[src/rtl/id_stage.sv]
// id_stage: RV32I decode stage with IF/ID register, register file, immediate/control decode and load-use stall
module id_stage #(
    parameter int XLEN = 32,
    parameter int ADDR_WIDTH = 32,
    parameter int DATA_WIDTH = 32,
    parameter logic [DATA_WIDTH-1:0] NOP_INSTR = 32'h00000013
) (
    input  logic                  clk,
    input  logic                  rst_n,
    input  logic [DATA_WIDTH-1:0] instr_i,
    input  logic [ADDR_WIDTH-1:0] pc_i,
    input  logic                  flush_i,
    input  logic                  ex_mem_read_i,
    input  logic [4:0]            ex_rd_i,
    input  logic                  wb_wen_i,
    input  logic [4:0]            wb_rd_i,
    input  logic [XLEN-1:0]       wb_data_i,
    output logic                  stall_o,
    output logic                  valid_o,
    output logic [ADDR_WIDTH-1:0] pc_o,
    output logic [4:0]            rs1_o,
    output logic [4:0]            rs2_o,
    output logic [4:0]            rd_o,
    output logic [XLEN-1:0]       rs1_data_o,
    output logic [XLEN-1:0]       rs2_data_o,
    output logic [XLEN-1:0]       imm_o,
    output logic [2:0]            funct3_o,
    output logic                  funct7b5_o,
    output logic                  reg_wen_o,
    output logic                  mem_read_o,
    output logic                  mem_write_o,
    output logic                  branch_o,
    output logic                  jal_o,
    output logic                  jalr_o,
    output logic                  alu_src_imm_o,
    output logic                  lui_o,
    output logic                  auipc_o,
    output logic                  illegal_o
);
    localparam logic [6:0] OP_LUI = 7'b0110111, OP_AUIPC = 7'b0010111, OP_JAL = 7'b1101111,
                           OP_JALR = 7'b1100111, OP_BRANCH = 7'b1100011, OP_LOAD = 7'b0000011,
                           OP_STORE = 7'b0100011, OP_IMM = 7'b0010011, OP_OP = 7'b0110011;
    logic [DATA_WIDTH-1:0] instr;
    logic [ADDR_WIDTH-1:0] pc;
    logic                  valid;
    logic [XLEN-1:0]       rf [32];
    logic is_lui, is_auipc, is_jal, is_jalr, is_branch, is_load, is_store, is_opimm, is_op;
    logic known, uses_rs1, uses_rs2, ok;
    logic signed [11:0] imm_i, imm_s;
    logic signed [12:0] imm_b;
    logic signed [20:0] imm_j;
    logic signed [31:0] imm_u;
    always_ff @(posedge clk) begin
        if (!rst_n) begin
            instr <= NOP_INSTR;
            pc    <= '0;
            valid <= 1'b0;
        end else if (flush_i) begin
            instr <= NOP_INSTR;
            pc    <= pc_i;
            valid <= 1'b0;
        end else if (!stall_o) begin
            instr <= instr_i;
            pc    <= pc_i;
            valid <= 1'b1;
        end
    end
    always_ff @(posedge clk) begin
        if (!rst_n)
            for (int i = 0; i < 32; i++) rf[i] <= '0;
        else if (wb_wen_i && wb_rd_i != 5'd0)
            rf[wb_rd_i] <= wb_data_i;
    end
    assign rs1_o      = instr[19:15];
    assign rs2_o      = instr[24:20];
    assign rd_o       = instr[11:7];
    assign funct3_o   = instr[14:12];
    assign funct7b5_o = instr[30];
    assign pc_o       = pc;
    // write-through lets a same-cycle write-back reach the decoder without an extra forward path
    assign rs1_data_o = rs1_o == 5'd0 ? '0 : (wb_wen_i && wb_rd_i == rs1_o) ? wb_data_i : rf[rs1_o];
    assign rs2_data_o = rs2_o == 5'd0 ? '0 : (wb_wen_i && wb_rd_i == rs2_o) ? wb_data_i : rf[rs2_o];
    always_comb begin
        is_lui    = instr[6:0] == OP_LUI;
        is_auipc  = instr[6:0] == OP_AUIPC;
        is_jal    = instr[6:0] == OP_JAL;
        is_jalr   = instr[6:0] == OP_JALR;
        is_branch = instr[6:0] == OP_BRANCH;
        is_load   = instr[6:0] == OP_LOAD;
        is_store  = instr[6:0] == OP_STORE;
        is_opimm  = instr[6:0] == OP_IMM;
        is_op     = instr[6:0] == OP_OP;
        known     = is_lui | is_auipc | is_jal | is_jalr | is_branch | is_load | is_store | is_opimm | is_op;
        uses_rs1  = is_jalr | is_branch | is_load | is_store | is_opimm | is_op;
        uses_rs2  = is_branch | is_store | is_op;
    end
    always_comb begin
        imm_i = instr[31:20];
        imm_s = {instr[31:25], instr[11:7]};
        imm_b = {instr[31], instr[7], instr[30:25], instr[11:8], 1'b0};
        imm_j = {instr[31], instr[19:12], instr[20], instr[30:21], 1'b0};
        imm_u = {instr[31:12], 12'b0};
        imm_o = (is_lui | is_auipc)            ? XLEN'(imm_u) :
                is_jal                         ? XLEN'(imm_j) :
                is_branch                      ? XLEN'(imm_b) :
                is_store                       ? XLEN'(imm_s) :
                (is_jalr | is_load | is_opimm) ? XLEN'(imm_i) : '0;
    end
    // a bubble, a stalled or an illegal instruction must not reach EX with any side effect
    always_comb begin
        stall_o       = valid & ex_mem_read_i & (ex_rd_i != 5'd0) &
                        ((uses_rs1 & (ex_rd_i == rs1_o)) | (uses_rs2 & (ex_rd_i == rs2_o)));
        illegal_o     = valid & ~known;
        ok            = valid & ~stall_o & known;
        valid_o       = ok;
        reg_wen_o     = ok & (is_lui | is_auipc | is_jal | is_jalr | is_load | is_opimm | is_op);
        mem_read_o    = ok & is_load;
        mem_write_o   = ok & is_store;
        branch_o      = ok & is_branch;
        jal_o         = ok & is_jal;
        jalr_o        = ok & is_jalr;
        alu_src_imm_o = ok & ~(is_branch | is_op);
        lui_o         = ok & is_lui;
        auipc_o       = ok & is_auipc;
    end
endmodule

[config.mk]
export PLATFORM = sky130hd
export DESIGN_NAME = id_stage
export DESIGN_NICKNAME = d
export VERILOG_FILES = /design/src/rtl/id_stage.sv
export SDC_FILE = /design/constraint.sdc
export NUM_CORES = 2
export LEC_CHECK = 0
export BUFFER_PORTS_ARGS = -buffer_cell sky130_fd_sc_hd__buf_4
export CORE_UTILIZATION = 50
export CTS_BUF_LIST = sky130_fd_sc_hd__clkbuf_4 sky130_fd_sc_hd__clkbuf_8
export DETAILED_ROUTE_END_ITERATION = 7
export PLACE_DENSITY = 0.79
export SYNTH_ARGS = -nofsm -noshare
export SYNTH_HDL_FRONTEND = slang
export SYNTH_SLANG_ARGS = --single-unit
[constraint.sdc]
create_clock -name clk -period 7.03 [get_ports clk]
set_input_delay 0 -clock clk [delete_from_list [all_inputs] [get_ports clk]]
set_output_delay 0 -clock clk [all_outputs]
set_load 0.03 [all_outputs]
==> results.md <==
* Total grt overflow at 0
* Drt wl/cell at around 34 um
* Post-route clock period utilization at 0.7086
* Fin. Hold Viols at 0
* Setup TNS at 0 ns
* Fillcell total at 8952
* Register-to-Register Path Depth at 7
* CP Max Fanout at 115
* Fraction of layout cells with a size suffix above 1 at 0.2259
* Max frequency at approximately 0.20 GHz
* CTS max path bufs at 3
* Min Tclk post-route at roughly 5.0 ns
* Placeable Area at 118400 sq um
* Synth unique cells at 66
* Critical path class: flop to output pin
* Final net count at 4953
* Drt total wl at 223700 um
* HPWL after detailed placement at 121600 um
* Routability Congestion at 0.9497
* Die X at 348.0 um
* Slew at the pin closest to its max-slew limit at between 1 and 1.5 ns
* RSZ-0062 raised after global routing: no
* Cell area after synthesis at 59870 sq um
* R2R Path End: pc_o[10]
* Status: complete, no violations
* CTS hold repair buffers at 250
* Worst Skew at 0.04149 ns
* Setup Fix Bufs, Post-CTS at 0
* Syn Inst Count at 4466
* Vias in the first global route at 45100
* Pin count of the biggest net entering global routing at 116
* Post-synth ARST share at 0
* Starting Density at 0.5057
* Total GRT Usage at 0.3632
* Vias at 45430
* CTS tree: done
* Die Y at about 350 um
* CP required at 7.03 ns
* Number of vias per cell at 6.882
* Port Buffers at 269
* Leading area contributor after synthesis: edfxtp_1
* FF-to-FF Start: instr[21]
* Final core utilization at 0.5820
* Primary FF master, synth: edfxtp_1
* CTS H-tree lvls at 4
* Worst EP arrival at 4.98 ns
* Clock transition at path regs at ~0.070 ns
* ANT nets after route at 0
* Startpoint Class: flop
* Total power draw at 15.51 mW
* Mapped Avg Cell Area at 13.41 sq um
* Inserted Clock Buffers at approximately 180
* Hold Path Origin: instr_i[15]
* DP Area at 62940 sq um
* Post-cts sizing count at 0
* Cell area after layout at 68900 sq um
* Worst Setup End Kind: output pin
* DRT Pass-1 Iters at 8
* Root Buffer: clkbuf_8
* Number of core rows at 126
* Area Overhead vs Synth at 15.09%
* Global-route wire length before repair at 312700 um
* P_leak at 24.03 nW
* Post-synth top area share at 0.5136
* Flop-to-flop setup slack at 3.57 ns
* Final Max Tran Viols at 0
* Worst hold path type: input port to flop
* Final Hold Slack at roughly 0.09 ns
* EDFF count, synth at 1024
* Number of synthesis warnings at 0
* DR iter-0 viols at 8574
* Seq/Total Area, Yosys at 0.5387
* Sink count of the clock tree at 1099
* Initial antenna violation count at 19
* Largest cells by area after synthesis: edfxtp_1, mux4_2, and2_1, mux2i_1, dfxtp_1
* Clk_lat worst skew at between 0.9 and 1 ns
* Power per Cell Area at 225.0 nW/um^2
* DR DRC count at 0
* Yosys reg bits at 1099
* WHS Path Cells at 4
* IO Pins at 270
* Die ar. at 121100 sq um
* Maximum vdd ir drop at 0.1803 mV
* Number of max-cap violations at 0
* Slew headroom at 0.04063
* Setup violators final at 0
[critical path: stages (launching register included)]
cell and delay, ns:
dfxtp_4 0.66, buf_12 0.65, nor2_4 0.31, a221oi_1 0.63, a21oi_1 0.14, nor2_1 0.35, a21oi_1 0.12, a21oi_1 0.82
buf_4 0.30
[final cells by class]
class	instances	area, sq um	area share
inverters	10	37.54	0.0005448
clock inverters	76	410.4	0.005956
clock buffers	246	3004	0.04360
repair buffers	636	5488	0.07964
diodes	17	42.54	0.0006174
multi-input cells	2917	25640	0.3721
well taps	1600	2002	0.02905
flip-flops and latches	1099	32280	0.4685
[state kept, by name, indices dropped and copies added, names as in the netlist, named ones only]
| register | flops |
|---|---|
| valid | 1 |
| pc_o | 32 |
| instr | 32 |
| rf | 1024 |
[stage by stage]
step,std cells,worst slack (ns)
after floorplan,4497,3.549
after global placement,6012,3.193
after detailed placement,6012,3.232
after CTS,6584,2.266
after global routing,6588,2.022
final,6601,2.049
[synthesized netlist by cell type, drive strengths merged (7+ instances only)]
cell / count
nand4: 20
a32o: 10
o211ai: 24
or2: 7
and2: 1007
a221o: 58
dfxtp: 75
nor2: 161
o221a: 12
xor2: 17
buf: 160
o22ai: 37
mux2i: 426
mux4: 336
inv: 9
nor3: 50
nand2: 157
a211oi: 33
mux2: 10
edfxtp: 1024
a221oi: 76
a21oi: 68
a31oi: 11
o21ai: 146
a21o: 13
nand3: 40
clkbuf: 311
nand2b: 16
nor2b: 14
and3: 9
a22o: 15
a22oi: 68
[cells by family after synthesis]
group,share of synthesized area
other,0.00006264
buffers and inverters,0.04326
AO/OA/AOI/OAI,0.07325
XOR/XNOR,0.003072
multiplexers,0.1995
AND/OR/NAND/NOR,0.1421
flip-flops,0.5387
[where the power goes]
group / internal (mW) / leakage, nW / switching [mW]
sequential: 7.50 / 10.4 / 0.231
combinational: 0.820 / 11.8 / 1.41
clock: 2.83 / 1.81 / 2.70
total: 11.2 / 24.0 / 4.35
[worst max path at each step]
stage | start | end | slack [ns] | cells after the start
final | flop | rs1_data_o[27] | 2.05 | 8
after global routing | flop | rs2_data_o[25] | 2.02 | 8
after CTS | flop | rs1_data_o[28] | 2.27 | 8
after detailed placement | flop | rs1_data_o[28] | 3.23 | 8
after global placement | flop | rs1_data_o[28] | 3.19 | 8
after floorplan | rst_n | rf[12][0] | 3.55 | 5
[placed cells by master, fill, tap and decap left out, types with 25 or more instances in the layout]
cell / Yosys / routed
nor3_1: 50 / 50
nand3_1: 40 / 38
dfxtp_1: 75 / 65
mux2i_1: 426 / 426
clkinv_1: 1 / 49
a221oi_1: 51 / 51
o21ai_1: 58 / 58
mux4_2: 336 / 336
conb_1: 1 / 32
nor2_2: 3 / 36
clkbuf_4: 0 / 61
a22oi_1: 68 / 68
o21ai_0: 88 / 57
dlygate4sd3_1: 0 / 250
nand2_1: 157 / 157
a221oi_2: 25 / 25
buf_4: 39 / 379
a21oi_1: 68 / 68
and2_1: 1006 / 1004
clkbuf_8: 0 / 185
o21ai_4: 0 / 31
nor2_1: 157 / 122
o22ai_1: 37 / 37
a211oi_1: 33 / 33
edfxtp_1: 1024 / 1024
a221o_1: 58 / 58
[routing by layer]
metal  up-vias  global-route usage  wire, um
li1      17670                   -         -
met1     22050              0.4450     71860
met2      4644              0.5275     94960
met3      1054              0.1494     39410
met4         8              0.2401     17400
met5         -                   0        57
Power figures use the tool's default switching activity.
